<file path="config.mk">
export PLATFORM = sky130hd
export DESIGN_NAME = i2c_target_regfile
export DESIGN_NICKNAME = d
export VERILOG_FILES = /design/src/rtl/i2c_target_regfile.sv
export SDC_FILE = /design/constraint.sdc
export NUM_CORES = 1
export LEC_CHECK = 0
export ABC_AREA = 1
export BUFFER_PORTS_ARGS = -buffer_cell sky130_fd_sc_hd__buf_2
export CORE_ASPECT_RATIO = 0.7
export CORE_MARGIN = 8
export CORE_UTILIZATION = 42
export DETAILED_ROUTE_END_ITERATION = 6
export MAX_ROUTING_LAYER = met4
export SLEW_MARGIN = 15
export SYNTH_ARGS = -nofsm -noshare
export SYNTH_HDL_FRONTEND = slang
export SYNTH_SLANG_ARGS = --single-unit
export TNS_END_PERCENT = 10
</file>
<file path="constraint.sdc">
create_clock -name i_clk -period 2.3 [get_ports i_clk]
set_input_delay 0 -clock i_clk [delete_from_list [all_inputs] [get_ports i_clk]]
set_output_delay 0 -clock i_clk [all_outputs]
set_load 0.05 [all_outputs]
</file>
<file path="src/rtl/i2c_target_regfile.sv">
// I2C target exposing a pointer-addressed byte register window to a host register bank.
// SDA/SCL are oversampled on the system clock; no logic runs on SCL.
module i2c_target_regfile #(
  parameter int NUM_REGS    = 16,
  parameter int PTR_W       = 4,
  parameter int SYNC_STAGES = 2
) (
  input  logic             i_clk,
  input  logic             i_rst,
  input  logic             i_sda_in,
  input  logic             i_scl_in,
  input  logic [6:0]       i_slave_addr,
  output logic             o_sda_out,
  output logic             o_sda_en,
  output logic             o_wr_stb,
  output logic [PTR_W-1:0] o_wr_idx,
  output logic [7:0]       o_wr_data,
  output logic [PTR_W-1:0] o_rd_idx,
  input  logic [7:0]       i_rd_data,
  output logic             o_busy,
  output logic             o_error,
  output logic [3:0]       o_dbg_state
);

  typedef enum logic [3:0] {
    S_IDLE, S_ADDR, S_ADDR_ACK, S_PTR, S_PTR_ACK,
    S_WDATA, S_WDATA_ACK, S_TX, S_TX_ACK, S_WAIT_STOP
  } state_t;

  logic [SYNC_STAGES-1:0] r_sda_sync, r_scl_sync;
  logic r_sda_d, r_scl_d;
  logic r_start, r_stop, r_scl_rise, r_scl_fall;
  logic w_sda, w_scl;

  state_t           r_state, w_state_n;
  logic [3:0]       r_cnt, w_cnt_n;
  logic [7:0]       r_shift, w_shift_n;
  logic [PTR_W-1:0] r_ptr, w_ptr_n, w_ptr_inc;
  logic             r_sda_en, w_sda_en_n;
  logic             r_busy, w_busy_n;
  logic             r_rw, w_rw_n;
  logic             r_mack, w_mack_n;
  logic             r_wr_stb, w_wr_stb_n;
  logic [PTR_W-1:0] r_wr_idx, w_wr_idx_n;
  logic [7:0]       r_wr_data, w_wr_data_n;
  logic             r_error, w_error_n;
  logic             w_byte_done, w_ptr_ok, w_rx_state;

  assign w_sda = r_sda_sync[SYNC_STAGES-1];
  assign w_scl = r_scl_sync[SYNC_STAGES-1];

  always_ff @(posedge i_clk) begin
    if (i_rst) begin
      r_sda_sync <= '1;
      r_scl_sync <= '1;
      r_sda_d    <= 1'b1;
      r_scl_d    <= 1'b1;
      r_start    <= 1'b0;
      r_stop     <= 1'b0;
      r_scl_rise <= 1'b0;
      r_scl_fall <= 1'b0;
    end else begin
      r_sda_sync <= {r_sda_sync[SYNC_STAGES-2:0], i_sda_in};
      r_scl_sync <= {r_scl_sync[SYNC_STAGES-2:0], i_scl_in};
      r_sda_d    <= w_sda;
      r_scl_d    <= w_scl;
      r_start    <= r_sda_d & ~w_sda & r_scl_d & w_scl;
      r_stop     <= ~r_sda_d & w_sda & r_scl_d & w_scl;
      r_scl_rise <= ~r_scl_d & w_scl;
      r_scl_fall <= r_scl_d & ~w_scl;
    end
  end

  // r_cnt counts SCL rises, so a START/STOP arriving on the rise of bit k sees r_cnt=k;
  // r_cnt>=2 therefore means at least one whole bit of the byte was already clocked in.
  assign w_byte_done = r_scl_fall && (r_cnt == 4'd8);
  assign w_ptr_ok    = ({1'b0, r_shift} < 9'(NUM_REGS));
  assign w_ptr_inc   = (r_ptr == PTR_W'(NUM_REGS - 1)) ? '0 : r_ptr + PTR_W'(1);
  assign w_rx_state  = (r_state == S_ADDR) || (r_state == S_PTR) || (r_state == S_WDATA);

  always_comb begin
    w_state_n   = r_state;
    w_cnt_n     = r_cnt;
    w_shift_n   = r_shift;
    w_ptr_n     = r_ptr;
    w_sda_en_n  = r_sda_en;
    w_busy_n    = r_busy;
    w_rw_n      = r_rw;
    w_mack_n    = r_mack;
    w_wr_stb_n  = 1'b0;
    w_wr_idx_n  = r_wr_idx;
    w_wr_data_n = r_wr_data;
    w_error_n   = 1'b0;
    if (r_start || r_stop) begin
      w_state_n  = r_start ? S_ADDR : S_IDLE;
      w_cnt_n    = '0;
      w_sda_en_n = 1'b0;
      w_busy_n   = 1'b0;
      if ((r_state == S_PTR || r_state == S_WDATA) && r_cnt >= 4'd2) w_error_n = 1'b1;
    end else begin
      if (r_scl_rise && w_rx_state) begin
        w_shift_n = {r_shift[6:0], r_sda_d};
        w_cnt_n   = r_cnt + 4'd1;
      end
      case (r_state)
        S_ADDR: if (w_byte_done) begin
          w_cnt_n = '0;
          if (r_shift[7:1] == i_slave_addr) begin
            w_state_n  = S_ADDR_ACK;
            w_sda_en_n = 1'b1;
            w_busy_n   = 1'b1;
            w_rw_n     = r_shift[0];
          end else begin
            w_state_n = S_WAIT_STOP;
          end
        end
        S_ADDR_ACK: if (r_scl_fall) begin
          w_cnt_n = '0;
          if (r_rw) begin
            w_state_n  = S_TX;
            w_shift_n  = i_rd_data;
            w_sda_en_n = ~i_rd_data[7];
          end else begin
            w_state_n  = S_PTR;
            w_sda_en_n = 1'b0;
          end
        end
        S_PTR: if (w_byte_done) begin
          w_cnt_n = '0;
          if (w_ptr_ok) begin
            w_ptr_n    = r_shift[PTR_W-1:0];
            w_sda_en_n = 1'b1;
            w_state_n  = S_PTR_ACK;
          end else begin
            w_error_n = 1'b1;
            w_state_n = S_WAIT_STOP;
          end
        end
        S_PTR_ACK, S_WDATA_ACK: if (r_scl_fall) begin
          w_sda_en_n = 1'b0;
          w_cnt_n    = '0;
          w_state_n  = S_WDATA;
        end
        S_WDATA: if (w_byte_done) begin
          w_cnt_n     = '0;
          w_wr_stb_n  = 1'b1;
          w_wr_idx_n  = r_ptr;
          w_wr_data_n = r_shift;
          w_ptr_n     = w_ptr_inc;
          w_sda_en_n  = 1'b1;
          w_state_n   = S_WDATA_ACK;
        end
        S_TX: if (r_scl_fall) begin
          if (r_cnt == 4'd7) begin
            w_sda_en_n = 1'b0;
            w_cnt_n    = '0;
            w_state_n  = S_TX_ACK;
          end else begin
            w_shift_n  = {r_shift[6:0], 1'b0};
            w_sda_en_n = ~r_shift[6];
            w_cnt_n    = r_cnt + 4'd1;
          end
        end
        // Pointer advances on the master's ACK so rd_idx already names the next byte at reload.
        S_TX_ACK: begin
          if (r_scl_rise) begin
            w_mack_n = r_sda_d;
            if (!r_sda_d) w_ptr_n = w_ptr_inc;
          end else if (r_scl_fall) begin
            if (!r_mack) begin
              w_state_n  = S_TX;
              w_shift_n  = i_rd_data;
              w_sda_en_n = ~i_rd_data[7];
              w_cnt_n    = '0;
            end else begin
              w_state_n = S_WAIT_STOP;
            end
          end
        end
        default: ;
      endcase
    end
  end

  always_ff @(posedge i_clk) begin
    if (i_rst) begin
      r_state   <= S_IDLE;
      r_cnt     <= '0;
      r_shift   <= '0;
      r_ptr     <= '0;
      r_sda_en  <= 1'b0;
      r_busy    <= 1'b0;
      r_rw      <= 1'b0;
      r_mack    <= 1'b1;
      r_wr_stb  <= 1'b0;
      r_wr_idx  <= '0;
      r_wr_data <= '0;
      r_error   <= 1'b0;
    end else begin
      r_state   <= w_state_n;
      r_cnt     <= w_cnt_n;
      r_shift   <= w_shift_n;
      r_ptr     <= w_ptr_n;
      r_sda_en  <= w_sda_en_n;
      r_busy    <= w_busy_n;
      r_rw      <= w_rw_n;
      r_mack    <= w_mack_n;
      r_wr_stb  <= w_wr_stb_n;
      r_wr_idx  <= w_wr_idx_n;
      r_wr_data <= w_wr_data_n;
      r_error   <= w_error_n;
    end
  end

  assign o_sda_en    = r_sda_en;
  assign o_sda_out   = ~r_sda_en;
  assign o_wr_stb    = r_wr_stb;
  assign o_wr_idx    = r_wr_idx;
  assign o_wr_data   = r_wr_data;
  assign o_rd_idx    = r_ptr;
  assign o_busy      = r_busy;
  assign o_error     = r_error;
  assign o_dbg_state = r_state;

endmodule
</file>
==> flow_metrics.tcl <==
set metrics [dict create \
    fin_nets 472 \
    cts_setup_buffers 0 \
    htree_num_levels 2 \
    ys_ff_latch 48 \
    fin_util_pct 50.2 \
    cp_slowest_cell "dfxtp_1" \
    synthTopCellsByArea "dfxtp_1, nand2_1, inv_1" \
    clk_pin_slew_worst_paths_ps 100 \
    num_io_pins 44 \
    relSlewSlack_pct 55.3 \
    ctsResizeCount 0 \
    rows 24 \
    synth_enable_flop_cells 0 \
    critical_path_arrival_ps 2220 \
    cts_buffer_depth 2 \
    hold_depth 3 \
    grt_use_total_pct 17.4 \
    critical_path_class "reg2reg" \
    vias_per_cell 5.10 \
    routabilityCongestion 0.934 \
    yosysSeqAreaShare_pct 35.4 \
    grt_pass1_wl_mm 12.9 \
    cp-start-kind "flip-flop" \
    dpl_worst_slack_ps 337 \
    syn_area_um2 2720 \
    status "complete, no violations" \
    finalSetupViolCount 0 \
    synth_top_area_share_pct 35.4 \
    finClkSkew_ps 10.2 \
    finalCriticalPeriod_ps 2000 \
    synth_fp_nets 426 \
    power.leakage_nw 1.54 \
    synth_area_leader_cell "dfxtp_1" \
    ys_types 36 \
    die_x_um 112 \
    report.final.hold_viol_count 0 \
    period_share_pct 86.9 \
    ys.flop_type "dfxtp_1" \
    cts_sinks 48 \
    fmax_ghz 0.500 \
    crit_path_cell_trace "nand3_2, nand3_2, nand4_1, nand2_1, nand4_1, nand2_1, inv_1" \
    cts_tree "built" \
    placed_cell_area_um2 2990 \
    port_buffers 43 \
    ant_nets 0 \
    first_global_vias 2562 \
    fin_hold_ws_ps 8.02 \
    firstDrtPassIters 4 \
    wl_per_cell_um 14.7 \
    rr_worst_depth 7 \
    async_flop_share_pct 0 \
    p_per_area_nw_per_um2 829 \
    stdcell_area_um2 3140 \
    grt.overflow.total 0 \
    antenna_found_initial 0 \
    tightest_slew_ps 670 \
    hold_class "in2reg" \
    worst_setup_path_end_kind "flip-flop" \
    initial_core_util_pct 43.5 \
    drt_iter0_drc 165 \
    drive_above_1_share_pct 17.8 \
    netlist_instances 403 \
    dieArea_um2 9330 \
    cpPeakStageDelay_ps 630 \
    crit_path_max_fanout 10 \
    core_area_um2 6250 \
    diodes 0 \
    critPathRequiredTime_ps 2520 \
    vias 2695 \
    worstSkewPairLatency_ps 300 \
    cts_made_buffers 5 \
    area_growth_pct 15.5 \
    wl_mm 7.75 \
    ir_drop_mv 0.355 \
    fp.dieH_um 83.3 \
    fin_ws_ps 301 \
    rsz0062_at_grt "false" \
    setup_tns_ps 0 \
    drc 0 \
    grt_max_degree 26 \
    avgSynthCellArea_um2 6.74 \
    finalMaxSlewViolations 0 \
    yosysWarningCount 0 \
    maxCapViolations 0 \
    post-dp-hpwl_mm 5.93 \
    root_buffer "clkbuf_8" \
]
-- flip-flops by register name, indices dropped and copies added, names as in the netlist, 2 cells and up --
| register | flops |
|---|---|
| r_shift | 8 |
| r_cnt | 4 |
| r_scl_sync | 2 |
| o_wr_idx | 4 |
| o_dbg_state | 4 |
| o_wr_data | 8 |
| r_sda_sync | 2 |
| o_rd_idx | 4 |
-- cells in the mapped netlist (2+ instances only) --
master / instances
a21oi_1: 34
buf_4: 2
buf_6: 3
clkbuf_1: 5
dfxtp_1: 48
ha_1: 4
inv_1: 46
inv_2: 4
nand2_1: 107
nand2_4: 3
nand3_1: 22
nand3_2: 3
nand4_1: 12
nor2_1: 39
nor2_2: 4
nor3_1: 4
o211ai_1: 2
o21a_1: 2
o21ai_0: 25
o21ai_1: 6
o22ai_1: 2
o311ai_0: 2
or2_2: 4
xnor2_1: 4
xor2_1: 5
-- per-layer routing --
metal | GRT usage, % | vias to the layer above | share of wire (%)
li1 | - | 1399 | -
met1 | 24.4 | 1217 | 49
met2 | 25.1 | 74 | 43
met3 | 3.54 | 5 | 7.4
met4 | 3.41 | 0 | 0.48
met5 | - | - | 0
-- stage by stage --
step / total power [mW] / instances
floorplan: 1.74 / 403
global placement: 1.97 / 517
detailed placement: 1.96 / 517
CTS: 2.61 / 528
global route: 2.77 / 528
finish: 2.60 / 528
-- logic make-up after synthesis --
family	after synthesis	share of synthesized area (%)
adders and majority gates	4	1.84
DFF	48	35.4
and+or+nand+nor	201	33.7
AOI/OAI and AO/OA	79	16.4
xor gates and xnor gates	9	2.90
buffers and inverters	62	9.82
-- layout by cell type, fill, tap and decap left out, types with 5 or more instances in the layout --
cell      synthesis  routed
nand4_1          12      12
dfxtp_1          48      48
nor2_1           39      39
clkbuf_8          0       6
inv_1            46      46
nand3_1          22      22
xor2_1            5       5
a21oi_1          34      34
o21ai_0          25      25
nand2_1         107     107
o21ai_1           6       6
buf_2             1      43
-- worst max-delay path: cells and delay by family, from the launching register on --
| family | cells | cell delay, ps |
|---|---|---|
| buffers and inverters | 1 | 40 |
| DFF | 1 | 630 |
| and+or+nand+nor | 6 | 1240 |
-- path summary, 6_finish.rpt --
path              slack [ps]       endpoint      startpoint
hold reg to reg          420  r_scl_sync[1]   r_scl_sync[0]
hold / removal             8     r_shift[0]    i_rd_data[0]
setup / recovery         300     r_shift[4]  o_dbg_state[3]
setup reg to reg         300     r_shift[4]  o_dbg_state[3]
-- power by group --
part	leakage [nW]	internal, mW	switching (mW)	total [mW]
sequential	0.390	0.895	0.0963	0.991
combinational	1.09	0.285	0.673	0.958
clock	0.0614	0.356	0.294	0.650
-- layout make-up --
cell class,instances,area [um2]
clock buffer,6,82.6
fill,687,3110
sequential,48,961
tap,78,97.6
clock inverter,2,38.8
timing repair buffer,50,275
multi-input combinational,293,1490
inverter,51,194
-- what timing repair did --
action,4_1_cts,5_1_grt
setup endpoints to repair,0,0
hold endpoints to repair,3,0
hold buffers,3,0
Note: power is estimated with default switching activity, not from simulation.
